==> src/rtl/sipo_pkg.sv <==
// -----------------------------------------------------------------------------
// sipo_pkg
//
// Shared definitions for the serial-in / parallel-out deserializer:
//   - sipo_state_t : receive FSM states (S_DATA collects data bits, S_PAR
//                    samples the trailing even-parity bit when parity is built in)
//   - cnt_width()  : width of a bit counter that must hold 0..data_width
//
// Optional feature macro used by the files that import this package:
//   SIPO_DESERIALIZER_PARITY_EN
// -----------------------------------------------------------------------------
package sipo_pkg;

    typedef enum logic {
        S_DATA = 1'b0,
        S_PAR  = 1'b1
    } sipo_state_t;

    // Counter width able to represent every value from 0 up to data_width.
    function automatic int cnt_width(input int data_width);
        return $clog2(data_width + 1);
    endfunction

endpackage

==> src/rtl/sipo_out_reg.sv <==
// -----------------------------------------------------------------------------
// sipo_out_reg
//
// One-deep valid/ready holding register for assembled words. A word offered on
// i_load is captured when the register is free (empty, or being emptied by a
// handshake in this same cycle). Otherwise the word is dropped, the held word
// is kept, and o_overrun pulses for one cycle.
//
// Build option: SIPO_DESERIALIZER_PARITY_EN adds a parity-error flag that is
// captured together with the data and held alongside it.
//
// Ports:
//   clk        in   rising-edge clock
//   reset      in   asynchronous active-low reset
//   i_load     in   a completed word is offered this cycle
//   i_data     in   the offered word
//   i_err      in   parity error of the offered word (parity build only)
//   i_ready    in   consumer accepts the held word when o_valid && i_ready
//   o_data     out  held word, stable while o_valid is 1
//   o_valid    out  a word is held
//   o_overrun  out  one-cycle pulse: an offered word was dropped
//   o_err      out  parity error of the held word (parity build only)
// -----------------------------------------------------------------------------
module sipo_out_reg #(
    parameter int DATA_WIDTH = 8
) (
    input  logic                  clk,
    input  logic                  reset,
    input  logic                  i_load,
    input  logic [DATA_WIDTH-1:0] i_data,
`ifdef SIPO_DESERIALIZER_PARITY_EN
    input  logic                  i_err,
`endif
    input  logic                  i_ready,
    output logic [DATA_WIDTH-1:0] o_data,
    output logic                  o_valid,
    output logic                  o_overrun,
`ifdef SIPO_DESERIALIZER_PARITY_EN
    output logic                  o_err
`else
    output logic                  o_unused_tie
`endif
);

    logic [DATA_WIDTH-1:0] r_data;
    logic                  r_valid;
    logic                  r_overrun;
    logic                  w_free;

    // The slot can take a new word when empty, or when the held word leaves
    // through a handshake on the same edge the new word arrives.
    assign w_free = !r_valid || i_ready;

    // NOTE: sequential state is written with non-blocking assignments so every
    // flop samples the pre-edge values, independent of statement order.
    always_ff @(posedge clk or negedge reset) begin
        if (!reset) begin
            r_data    <= '0;
            r_valid   <= 1'b0;
            r_overrun <= 1'b0;
        end else begin
            r_overrun <= i_load && !w_free;
            if (i_load && w_free) begin
                r_data  <= i_data;
                r_valid <= 1'b1;
            end else if (i_ready) begin
                r_valid <= 1'b0;
            end
        end
    end

`ifdef SIPO_DESERIALIZER_PARITY_EN
    logic r_err;

    // The flag follows the data: updated only when a word is actually loaded,
    // so a dropped word leaves the flag of the held word untouched.
    always_ff @(posedge clk or negedge reset) begin
        if (!reset) begin
            r_err <= 1'b0;
        end else if (i_load && w_free) begin
            r_err <= i_err;
        end
    end

    assign o_err = r_err;
`else
    assign o_unused_tie = 1'b0;
`endif

    assign o_data    = r_data;
    assign o_valid   = r_valid;
    assign o_overrun = r_overrun;

endmodule

==> src/rtl/sipo_deserializer.sv <==
// -----------------------------------------------------------------------------
// sipo_deserializer
//
// Serial-in, parallel-out receiver. Samples ser_in on each ser_valid cycle,
// assembles DATA_WIDTH-bit words LSB-first (first bit lands in bit 0) and
// hands each completed word to a one-deep valid/ready output register.
// flush aborts the partial word and wins over a completing bit in the same
// cycle. All outputs come straight from flops.
//
// Build option: SIPO_DESERIALIZER_PARITY_EN
//   defined   : each word is followed by one even-parity bit, sampled in S_PAR;
//               delivery happens on the parity-bit cycle and parity_err is
//               registered with the word.
//   undefined : no parity bit, no parity_err port; delivery on the last data bit.
//
// Ports:
//   clk         in   rising-edge clock
//   reset       in   asynchronous active-low reset
//   ser_in      in   serial data bit
//   ser_valid   in   ser_in is sampled this cycle
//   flush       in   synchronous abort of the partially assembled word
//   out_data    out  assembled word, stable while out_valid is 1
//   out_valid   out  a word is held in the output register
//   out_ready   in   consumer accepts the word when out_valid && out_ready
//   overrun     out  one-cycle pulse: a completed word was dropped
//   parity_err  out  parity error of the held word (parity build only)
// -----------------------------------------------------------------------------
module sipo_deserializer
    import sipo_pkg::*;
#(
    parameter int DATA_WIDTH = 8
) (
    input  logic                  clk,
    input  logic                  reset,
    input  logic                  ser_in,
    input  logic                  ser_valid,
    input  logic                  flush,
    output logic [DATA_WIDTH-1:0] out_data,
    output logic                  out_valid,
    input  logic                  out_ready,
`ifdef SIPO_DESERIALIZER_PARITY_EN
    output logic                  overrun,
    output logic                  parity_err
`else
    output logic                  overrun
`endif
);

    localparam int              CW       = cnt_width(DATA_WIDTH);
    localparam logic [CW-1:0]   CNT_LAST = CW'(DATA_WIDTH - 1);

    sipo_state_t           r_state;
    sipo_state_t           w_state_next;
    logic [DATA_WIDTH-1:0] r_sr;
    logic [DATA_WIDTH-1:0] w_sr_next;
    logic [CW-1:0]         r_cnt;
    logic [CW-1:0]         w_cnt_next;
    logic                  w_load;
    logic [DATA_WIDTH-1:0] w_word;
`ifdef SIPO_DESERIALIZER_PARITY_EN
    logic                  w_perr;
`else
    logic                  w_unused_tie;
`endif

    // Next-state logic for the receive path.
    // NOTE: every signal gets a default before any branch, so no path leaves a
    // value unassigned and no latch is inferred.
    always_comb begin
        w_state_next = r_state;
        w_sr_next    = r_sr;
        w_cnt_next   = r_cnt;
        w_load       = 1'b0;
        w_word       = r_sr;
`ifdef SIPO_DESERIALIZER_PARITY_EN
        w_perr       = 1'b0;
`endif

        if (flush) begin
            // Abort wins over any bit arriving this cycle; the shift register
            // is left as is because the next word overwrites it completely.
            w_state_next = S_DATA;
            w_cnt_next   = '0;
        end else if (ser_valid) begin
            case (r_state)
                S_DATA: begin
                    w_sr_next = {ser_in, r_sr[DATA_WIDTH-1:1]};
                    if (r_cnt == CNT_LAST) begin
                        w_cnt_next = '0;
`ifdef SIPO_DESERIALIZER_PARITY_EN
                        w_state_next = S_PAR;
`else
                        w_load = 1'b1;
                        w_word = w_sr_next;
`endif
                    end else begin
                        w_cnt_next = r_cnt + CW'(1);
                    end
                end
`ifdef SIPO_DESERIALIZER_PARITY_EN
                S_PAR: begin
                    // r_sr already holds the full word; ser_in is the parity bit.
                    // Even parity: data bits plus parity bit must XOR to 0.
                    w_load       = 1'b1;
                    w_word       = r_sr;
                    w_perr       = (^r_sr) ^ ser_in;
                    w_state_next = S_DATA;
                end
`endif
                default: begin
                    w_state_next = S_DATA;
                end
            endcase
        end
    end

    // NOTE: the shift register is reset along with the counter and state; it is
    // a handful of flops, and clearing it keeps its contents defined after reset.
    always_ff @(posedge clk or negedge reset) begin
        if (!reset) begin
            r_state <= S_DATA;
            r_sr    <= '0;
            r_cnt   <= '0;
        end else begin
            r_state <= w_state_next;
            r_sr    <= w_sr_next;
            r_cnt   <= w_cnt_next;
        end
    end

    sipo_out_reg #(
        .DATA_WIDTH (DATA_WIDTH)
    ) u_out_reg (
        .clk          (clk),
        .reset        (reset),
        .i_load       (w_load),
        .i_data       (w_word),
`ifdef SIPO_DESERIALIZER_PARITY_EN
        .i_err        (w_perr),
`endif
        .i_ready      (out_ready),
        .o_data       (out_data),
        .o_valid      (out_valid),
        .o_overrun    (overrun),
`ifdef SIPO_DESERIALIZER_PARITY_EN
        .o_err        (parity_err)
`else
        .o_unused_tie (w_unused_tie)
`endif
    );

endmodule

==> config.mk <==
export PLATFORM = sky130hd
export DESIGN_NAME = sipo_deserializer
export DESIGN_NICKNAME = d
export VERILOG_FILES = /design/src/rtl/sipo_pkg.sv /design/src/rtl/sipo_out_reg.sv /design/src/rtl/sipo_deserializer.sv
export SDC_FILE = /design/constraint.sdc
export NUM_CORES = 1
export LEC_CHECK = 0
export BUFFER_PORTS_ARGS = -buffer_cell sky130_fd_sc_hd__buf_2
export CAP_MARGIN = 20
export CORE_MARGIN = 10
export CORE_UTILIZATION = 55
export CTS_CLUSTER_DIAMETER = 60
export DETAILED_ROUTE_END_ITERATION = 10
export PLACE_DENSITY = 0.87
export SYNTH_ARGS = -nofsm -noshare
export SYNTH_HDL_FRONTEND = slang
export SYNTH_SLANG_ARGS = --single-unit
==> constraint.sdc <==
create_clock -name clk -period 3.69 [get_ports clk]
set_input_delay 0.369 -clock clk [delete_from_list [all_inputs] [get_ports clk]]
set_output_delay 0.369 -clock clk [all_outputs]
set_load 0.01 [all_outputs]
==> results of run 1 <==
==> final timing paths <==
kind | end | slack (ns) | depth (start not counted)
worst max-delay path | u_out_reg.o_data[6] | 1.96 | 4
worst max register to register | u_out_reg.o_data[6] | 1.96 | 4
worst min register to register | u_out_reg.o_data[5] | 0.51 | 1
worst min-delay path | r_sr[2] | -0.01 | 1
min in group clk | r_cnt[0] | 0.26 | 2
max in group asynchronous | r_cnt[1] | 3.40 | 1
==> routing by layer <==
metal  up-vias  share of wire [%]
li1        239                  -
met1       223                 48
met2        14                 39
met3         4                 10
met4         0                3.0
met5         -                  0
==> critical path, stage by stage (launching register included) <==
cell      delay, ns
dfrtp_1        0.41
ha_1           0.21
nand3b_1       0.18
nor3b_4        0.44
mux2_2         0.39
==> final cells by class <==
cell class,instances,area share (%)
flip-flops and latches,21,55.34
multi-input cells,34,31.88
repair buffers,15,7.905
clock buffers,3,2.372
well taps,15,1.976
clock inverters,1,0.5270
==> cells by family after synthesis <==
kind of cell,Yosys count
AOI/OAI and AO/OA,3
and+or+nand+nor,13
DFF,21
adders and majority gates,1
buffers and inverters,1
xor gates and xnor gates,1
muxes,16
==> registers in the layout, indices dropped and copies added, names as in the netlist <==
name / cells
u_out_reg.o_data: 8
u_out_reg.o_overrun: 1
r_sr: 7
u_out_reg.o_valid: 1
r_cnt: 4
==> power by group through the flow <==
stage / registers [mW] / logic (mW) / clock network (mW)
floorplan: 0.279 / 0.0339 / 0
detailed placement: 0.287 / 0.0466 / 0
CTS: 0.282 / 0.0468 / 0.112
finish: 0.281 / 0.0455 / 0.109
global placement: 0.284 / 0.0454 / 0
global route: 0.288 / 0.0514 / 0.122
==> cells in the final DEF, fill, tap and decap left out <==
| cell | netlist | routed |
|---|---|---|
| nand2_1 | 2 | 2 |
| a21oi_1 | 2 | 2 |
| nor3b_4 | 1 | 1 |
| nand3b_1 | 2 | 2 |
| dfrtp_1 | 21 | 21 |
| mux2i_1 | 1 | 1 |
| xor2_1 | 1 | 1 |
| nand2b_2 | 1 | 1 |
| o21ai_0 | 1 | 1 |
| clkbuf_4 | 0 | 3 |
| clkinv_2 | 0 | 1 |
| ha_1 | 1 | 1 |
| nor3_1 | 1 | 1 |
| buf_2 | 1 | 15 |
| mux2_2 | 15 | 15 |
| or3_1 | 1 | 1 |
| nor2_1 | 2 | 2 |
| nand2b_1 | 2 | 2 |
| nand4_1 | 1 | 1 |
==> through the flow <==
stage | cells | power (mW) | hold WS, ns | cell area (sq um) | setup slack (ns)
6_report | 89 | 0.4362 | -0.01321 | 949.7 | 1.961
5_1_grt | 89 | 0.4609 | 0.001109 | 949.7 | 1.867
4_1_cts | 89 | 0.4403 | 0.005247 | 949.7 | 1.955
3_5_place_dp | 85 | 0.3333 | 0.3382 | 922.1 | 1.923
3_3_place_gp | 85 | 0.3295 | 0.3339 | 922.1 | 1.948
2_1_floorplan | 56 | 0.3132 | 0.07341 | 833.3 | 2.153
==> summary by stage, run 1 <==
Outcome
The run finished, with violations left. The checks that failed: hold timing.

STA
The measured slew at the worst slew-check pin is 0.4399 ns. The final worst-path cycle share is 46.85%. The total negative setup slack is 0 ns. Between clock sinks in the finished design, the worst skew comes to 0.004597 ns. The tightest hold path in the finished design has a slack of -0.01321 ns. Setup repair after global routing left no endpoint under its margin. Headroom to the max-slew limit came out at between 70% and 80%. The highest clock rate is roughly 580 MHz.

The total setup violations reported at the end of the flow is 0. The final count of hold timing violations is 21. The max-slew violation count came to 0. The final critical-path required period is 1.729 ns.

Logic synthesis
The share of the synthesized area in compound gates (AO/OA/AOI/OAI) is under 10%. For this run, asynchronously set or reset flops after synthesis account for 100.0%. After synthesis the netlist holds a flip-flop and latch count of 21. Among all cell types in the netlist, the one instantiated most often is dfrtp_1. Measured against the total synthesized area, the mux share comes to between 20% and 30%. The synthesized-area fraction occupied by xor and xnor cells is 1.051%.

The adder-cell share of the synthesized area is about 1.5%. Sorting the synthesized cells by area gives the leading types as dfrtp_1 (63%), mux2_2 (20%), nor3b_4 (2.3%), nand3b_1 (1.8%), ha_1 (1.5%). After synthesis, the largest area contributor takes up between 60% and 70% of total cell area.

The number of cells produced by synthesis is 56. The cell accounting for the most synthesized area is dfrtp_1. The primary flip-flop cell chosen by synthesis mapping is dfrtp_1. By area, the combinational part of the netlist is dominated by multiplexers. The net count after synthesis is 63.

After synthesis the cells add up to 833.3 sq um. The count of flip-flops with a built-in enable after synthesis is 0. Of the synthesized area, sequential elements account for 63.06%. After synthesis, the most frequently instantiated cells are dfrtp_1 (21), mux2_2 (15). The mean instance size in the synthesized netlist is about 15 sq um. After Yosys synthesis, and, or, nand and nor cells account for 10.51% of the synthesized area. After synthesis, the netlist uses 17 different library cells. Yosys printed 0 warnings.

Power
In this run switching power makes up 24.39% of total power. The internal power is 0.3298 mW. For this design the static power due to leakage is 0.4842 nW.

In this run, flip-flops and latches consume 64.5% of the power. The total power density per cell area is around 460 nW/um^2. The net switching power of the design is 0.1064 mW.

Across the VDD grid, the largest voltage drop is 0.2453 mV. The clock share of power is around a quarter. Combinational logic is responsible for 10.4% of the overall power.

Setup path
The worst setup path is captured at a flop. STA puts the critical path data arrival time at 1.93 ns. The reg-to-reg critical path startpoint is r_cnt[0].

The required time of the critical path is 3.89 ns. Along the worst path, the maximum fanout reaches 8. The type of origin of the critical path is a flop. The critical path is of the reg -> reg type. The launching element of the worst setup path is r_cnt[0].

Global route
The via count of the first global-routing pass was approximately 500. The number of antenna violations at the first check in global routing is 0. The first global-routing pass estimated 2.166 mm of wire. The met3 track utilization from global routing is under 10%. The layer flagged by global routing as most heavily used is met1. Global routing used 10.37% of the available met1 tracks. The global routing usage on met2 is 9.910%. The remaining global-route overflow is 0. The global-route usage over all layers is 8.162%. The maximum number of pins on one net before global-route repair is 22.

Clock network
Clock latency on the worst-skew pair, taken at its later pin, is 0.30 ns. The CTS root buffer is clkbuf_4. In this run the number of H-tree levels came out at 1. TritonCTS built the clock tree. The number of post-CTS setup repair buffers is 0. The clock passes through at most 2 buffers. The TritonCTS buffer count is 3. Clock tree synthesis found a total of 21 sinks. Clock-pin slew was measured on the worst setup and hold paths at 0.12 ns. For this design, the CTS-stage hold fixing added 0 buffers. The number of gates resized after CTS was 0.

Floorplanning
The initial utilization of the core area, before any placement, comes to approximately three fifths. The die is a little under 60 um tall. After floorplanning, the core was sized to cover 1366 sq um. From left edge to right edge, the die measures 58.93 um.

The floorplan die area is 3472 sq um. During I/O placement, the number of pins put on the boundary was 16. The number of cell rows is 13.

Routing
The number of routed nets with antenna violations is 0. After the first detailed-routing iteration, the DRC count stood at 1. After detailed routing, the total wire length is ~1.3 mm. The average vias per placed instance is between 5 and 6.

The first TritonRoute pass finished after 2 iterations. The total number of vias is 480. For this run, design rule violations remaining after detail routing come to 0. The average wire length per cell after detail routing is ~14 um.

Final layout
The repair_antennas step left the layout with diodes totalling 0. In the final layout, the multi-input gates occupy 302.8 sq um. Registers take roughly 530 sq um. The layout has 100 filler cells.

In the final design database the tool counted 82 nets. Cells fill a little over two thirds of the core in the end. The post-route netlist has 48.65% of its cells at a drive strength greater than 1. The area growth from synthesis to layout is 13.96%.

Placed design
Buffers placed on the I/O ports in this run total 15. Summed over all nets, the half-perimeter wirelength after detailed placement is 937.7 um. The weighted congestion at the end of routability-driven global placement is 0.7977.

Job
The total of max-cap violations is 0.

Hold path
The worst min-delay path category is in -> async.
No activity file was read; power rests on OpenSTA's default activity.
==> run 2: changes to the inputs <==
Settings changed: CORE_UTILIZATION 55 to 51, PLACE_DENSITY 0.87 to 0.82.
Clock period 3.69 ns to 1.6 ns, I/O delays scaled along.
==> summary by stage, run 2 (same netlist as run 1, synthesis figures left out) <==
STA
The highest clock rate came to 629.6 MHz (+8.8%). Setup repair after global routing could not meet its margin everywhere. The final count of hold timing violations came to 0 (-100%). The worst max-slew margin expressed relative to the limit is 70.65% (about the same). The total setup violations reported at the end of the flow came to 0 (unchanged). The max-slew violation count is 0 (unchanged). The setup skew after layout is 0.006949 ns (+0.002352 ns). The final critical-path required period came to 1.588 ns (-0.1404 ns). The total negative setup slack is 0 ns (unchanged). The worst-case hold slack is 0.05088 ns (+0.06409 ns). The measured slew at the worst slew-check pin is 0.4403 ns (+0.0003613 ns). The final worst-path cycle share is 99.27% (+52 points).

Global route
The via count of the first global-routing pass came to 541 (+9.3%). The remaining global-route overflow is 0 (unchanged). The global-route wire length before repair is 2.415 mm (+11%).

The number of antenna violations at the first check in global routing is 0 (unchanged). The maximum number of pins on one net before global-route repair was 22 (unchanged). The global-route usage over all layers is 8.736% (+0.57 points).

Floorplanning
The number of placed I/O pins is 16 (unchanged). The starting utilization of the core area is 54.68% (-6.3 points). The area of the core is 1524 sq um (+12%). The vertical extent of the die is 60.42 um (+2.5%). The floorplan die area is 3651 sq um (+5.1%).

The die width came to 60.42 um (+2.5%). The number of cell rows is 14 (+1).

Routing
The average wire length per cell after detail routing is 14.45 um (+1.8%). The number of routed nets with antenna violations is 0 (unchanged). The number of design-rule violations left by the first detailed-router iteration is 15 (+14).

The average vias per placed instance is 5.427 (+0.63%). The number of remaining DRC errors came to 0 (unchanged). The routed wire length was 1.387 mm (+9.8%). The number of iterations in the first detailed-routing pass was 4 (+2).

The total number of vias is 521 (+8.5%).

Clock network
The latest clock arrival within the worst-skew pair is 0.31 ns (about the same). The largest buffer count on any clock path is 2 (unchanged). The deepest level of the CTS H-tree is 1 (unchanged). The TritonCTS buffer count was 3 (unchanged). TritonCTS built the clock tree. The total number of clock tree sinks is 21 (unchanged). The CTS clock-pin slew for the worst setup and hold paths is 0.12 ns (about the same). The root buffer cell chosen for the clock tree is clkbuf_4.

Job
The total of max-cap violations is 0 (unchanged).

Setup path
The worst setup path is captured at a flop. The critical-path maximum fanout came to 5 (-3). The required time of the critical path was 1.81 ns (-2.08 ns). The type of origin of the critical path is a flop. The arrival time reported for the critical path endpoint came to 1.80 ns (-0.13 ns).

The critical path start-end classification is reg -> reg.

Hold path
The worst min-delay path category is in -> reg.

Final layout
The flip-flop count of the largest register after layout is 8 (unchanged). The layout cell share with drive strength beyond 1 is 52.50% (+3.9 points). The diode insertion count for antenna repair is 0 (unchanged).

The final layout net count is 88 (+7.3%). The growth of design area from synthesis to finish is 20.12%. Leaving out fill and tap cells, the most frequent cell in the layout is dfrtp_1. In the layout the commonest cells are dfrtp_1 (21), mux2_2 (15), buf_2 (15), buf_4 (5), clkbuf_4 (3).

Outcome
The run finished with clean final reports.

Power
The largest vdd supply drop is 0.5451 mV (+120%). The leakage power came to 0.5105 nW (+5.4%). The total power density per cell area is 1017 nW/um^2 (+120%).

Placed design
The count of buffers from port buffering is 15 (unchanged). The weighted congestion at the end of routability-driven global placement is 0.6724 (-16%).
-- run 2: cell count changes in the layout (fill, tap and decap cells not counted) --
cell / previous run / this run
ha_1: 1 / 0
dlygate4sd3_1: 0 / 1
ha_2: 0 / 1
buf_4: 0 / 5
-- run 2: what timing repair did --
item                       in CTS  in global routing
hold endpoints to repair       21                  0
hold buffers                    1                  0
setup buffers                   0                  1
setup endpoints to repair       0                  8
resized for setup               0                  1
-- run 2: per-stage QoR --
step	util, %	instances	instance area, sq um	worst slack, ns	power (mW)
3_3_place_gp	62.56	90	953.4	0.1018	0.7622
2_1_floorplan	-	56	833.3	0.06282	0.7223
4_1_cts	65.02	95	991.0	0.03121	1.018
5_1_grt	65.68	96	1001	-0.04833	1.070
3_5_place_dp	62.56	90	953.4	0.04756	0.7693
6_report	65.68	96	1001	0.01165	1.018
-- run 2: metal layers --
metal	wire length (um)	vias to the layer above	GRT usage, %
li1	-	248	-
met1	588	256	10.12
met2	673	12	13.82
met3	93	5	2.505
met4	32	0	5.643
met5	0	-	0
-- run 2: report_power, final --
part	switching, mW	total, mW	internal (mW)
combinational	0.0412	0.112	0.0710
sequential	0.0475	0.650	0.602
clock	0.163	0.256	0.0935
total	0.251	1.02	0.767
-- run 2: cell type report --
type	count	area (sq um)
flip-flops and latches	21	525.5
fillers	110	523.0
multi-input cells	34	305.3
repair buffers	21	122.6
clock buffers	3	22.52
well taps	16	20.02
clock inverters	1	5.005
-- run 2: final timing paths --
check | endpoint | from | slack (ns) | cells after the start
max in group asynchronous | r_cnt[3] | reset | 0.98 | 2
max | u_out_reg.o_data[3] | r_cnt[0] | 0.01 | 5
max reg2reg | u_out_reg.o_data[3] | r_cnt[0] | 0.01 | 5
min | r_cnt[3] | flush | 0.05 | 2
min reg2reg | u_out_reg.o_data[5] | u_out_reg.o_data[5] | 0.51 | 1
min in group asynchronous | r_sr[4] | reset | 0.31 | 2
-- run 2: worst max-delay path, stage by stage (launching register included) --
cell and delay (ns):
dfrtp_1 0.43, ha_2 0.21, nand3b_1 0.14, nor3b_4 0.21, buf_4 0.17, mux2_2 0.33
==> run 3: changes to the inputs <==
Settings changed: CORE_UTILIZATION 51 to 46, PLACE_DENSITY 0.82 to 0.79.
Clock period 1.6 ns to 1.3 ns, I/O delays scaled along.
==> summary by stage, run 3 (same netlist as run 1, synthesis figures left out) <==
Power
The internal power was 0.9503 mW (+24%). The switching part of the total power is 23.89% (-0.81 points). The total power density per cell area came to 1164 nW/um^2 (+14%). The share of total power in combinational logic was 12.2% (+1.2 points). The clock share of power was 23.9% (-1.3 points). The net switching power of the design is 0.2983 mW (+19%). The leakage power was 0.5388 nW (+5.5%).

The sequential fraction of design power is 63.9% (about the same). The largest vdd supply drop came to 0.9132 mV (+68%).

Final layout
From synthesis to final layout, the design area changed by 28.68%. The utilization of the core after routing is 62.10% (-3.6 points). The flip-flop count of the largest register after layout is 8 (unchanged).

The diode insertion count for antenna repair is 0 (unchanged). The final layout net count came to 93 (+5.7%). The layout cell share with drive strength beyond 1 is 57.65% (+5.1 points). The final design instance area without fill was 1072 sq um (+7.1%). The library cell used most frequently in the layout, excluding fill and tap cells, is dfrtp_1. The top cell types in the final layout, fill and taps aside, are dfrtp_1 (21), mux2_2 (15), buf_2 (15), buf_4 (9), clkbuf_4 (3).

Floorplanning
The number of cell rows was 15 (+1). The starting utilization of the core area is 48.26% (-6.4 points). The die width is 62.56 um (+3.5%).

The vertical extent of the die is 62.56 um (+3.5%). The number of placed I/O pins is 16 (unchanged). The floorplan die area is 3914 sq um (+7.2%). The area of the core was 1727 sq um (+13%).

Global route
The remaining global-route overflow is 0 (unchanged). The global-route wire length before repair was 2.532 mm (+4.8%). The via count of the first global-routing pass is 565 (+4.4%). The most heavily used metal layer in global routing is met2. The global routing met1 resource utilization came to 8.054% (-2.1 points).

The met3 track utilization from global routing came to 3.943% (+1.4 points). The global routing usage on met2 is 12.95% (-0.87 points). The maximum number of pins on one net before global-route repair is 22 (unchanged). The number of antenna violations at the first check in global routing is 0 (unchanged). The global-route usage over all layers is 8.003% (-0.73 points).

Clock network
The latest clock arrival within the worst-skew pair came to 0.30 ns (about the same). The deepest level of the CTS H-tree is 1 (unchanged). The clock tree from TritonCTS is yes.

The total number of clock tree sinks is 21 (unchanged). The TritonCTS buffer count is 3 (unchanged). The CTS clock-pin slew for the worst setup and hold paths is 0.10 ns (-0.02 ns). The tree is rooted in a clkbuf_4. The largest buffer count on any clock path is 2 (unchanged).

Routing
The routed wire length is 1.512 mm (+9.0%). The average vias per placed instance was 4.873 (-10%). The average wire length per cell after detail routing is 13.75 um (-4.9%). The number of design-rule violations left by the first detailed-router iteration came to 4 (-11).

The total number of vias was 536 (+2.9%). The number of routed nets with antenna violations was 0 (unchanged). The number of remaining DRC errors is 0 (unchanged). The number of iterations in the first detailed-routing pass is 2 (-2).

STA
The total setup violations reported at the end of the flow came to 9 (+9). The worst max-slew margin expressed relative to the limit is 70.26% (-0.39 points). Setup repair after global routing could not meet its margin everywhere. The worst-case hold slack is 0.08535 ns (+0.03447 ns).

The final worst-path cycle share was 115.7% (+16 points). The final critical-path required period came to 1.504 ns (-0.08464 ns). The post-layout worst setup margin was -0.2037 ns (-0.2154 ns). The setup skew after layout came to 0.009784 ns (+0.002835 ns).

The measured slew at the worst slew-check pin is 0.4461 ns (+0.005850 ns). The final count of hold timing violations was 0 (unchanged). The max-slew violation count is 0 (unchanged).

The highest clock rate is 665.0 MHz (+5.6%).

Setup path
The arrival time reported for the critical path endpoint is 1.69 ns (-0.11 ns). The worst setup path is of the reg -> reg kind. The cell family contributing the most delay on the critical path is simple AND/OR/NAND/NOR gates. The required time of the critical path came to 1.49 ns (-0.32 ns).

The highest cell delay on the worst timing path is 0.36 ns (-0.07 ns). The category of the worst setup path capture point is a flop. On the critical path, the stage with the largest delay is an instance of dfrtp_1.

The worst setup path is launched from a flop. The critical-path maximum fanout is 8 (+3). Walking the worst path, the cells encountered are ha_1 > nand3b_1 > nor3b_4 > buf_12 > mux2_2.

The number of buffers and inverters on the critical path came to 1 (unchanged).

Outcome
The run finished, with violations left. The final reports fail on setup timing.

Placed design
The count of buffers from port buffering was 15 (unchanged). The total half-perimeter wirelength after legalization and detailed placement is roughly 1.1 mm. The weighted congestion at the end of routability-driven global placement is 0.7355 (+9.4%). The area of placed instances is 1015 sq um (+6.4%).

Job
The total of max-cap violations is 0 (unchanged).

Hold path
The worst min-delay path category is in -> reg.
-- run 3: cell types whose count changed in the layout (fill, tap and decap cells not counted), sizes merged --
cell / before / now
buf: 20 / 25
-- run 3: cell type report --
cell class	instances	area [sq um]
Fill cell	146	654.4
Sequential cell	21	525.5
Clock inverter	1	5.005
Tap cell	25	31.28
Clock buffer	3	22.52
Timing Repair Buffer	26	172.7
Multi-Input combinational cell	34	315.3
-- run 3: power groups by stage --
stage          registers, mW  clock network [mW]  logic (mW)
6_report               0.798               0.299       0.152
4_1_cts                0.798               0.317       0.152
5_1_grt                0.808               0.345       0.172
2_1_floorplan          0.793                   0      0.0962
3_5_place_dp           0.812                   0       0.148
3_3_place_gp           0.804                   0       0.141
-- run 3: per-stage QoR --
stage / power (mW) / worst slack, ns / std cells / setup TNS (ns)
after global placement: 0.9448 / -0.1494 / 104 / -1.166
final: 1.249 / -0.2037 / 110 / -1.559
after CTS: 1.267 / -0.2074 / 110 / -1.615
after floorplan: 0.8889 / -0.2372 / 56 / -1.897
after detailed placement: 0.9598 / -0.2054 / 104 / -1.594
after global routing: 1.325 / -0.3094 / 110 / -2.543
-- run 3: timing repair --
item | 4_1_cts | 5_1_grt
gates resized for setup | 0 | 4
setup endpoints to repair | 8 | 12
setup buffers | 1 | 0
hold buffers | 1 | 0
endpoints found under the hold margin | 21 | 0
-- run 3: per-layer routing --
layer  up-vias  share of wire [%]  wire, um
li1        259                  -         -
met4         0                2.4        36
met3         4                5.8        88
met1       259                 42       641
met5         -                  0         0
met2        14                 49       747
-- run 3: worst paths after layout --
kind | slack [ns] | to | cells after the start | startpoint
hold / removal | 0.09 | u_out_reg.o_data[7] | 2 | ser_in
max in group asynchronous | 0.69 | u_out_reg.o_data[5] | 2 | reset
setup reg to reg | -0.20 | u_out_reg.o_data[5] | 5 | r_cnt[1]
hold reg to reg | 0.52 | u_out_reg.o_data[3] | 1 | u_out_reg.o_data[3]
min in group asynchronous | 0.29 | u_out_reg.o_data[0] | 2 | reset
setup / recovery | -0.20 | u_out_reg.o_data[5] | 5 | r_cnt[1]
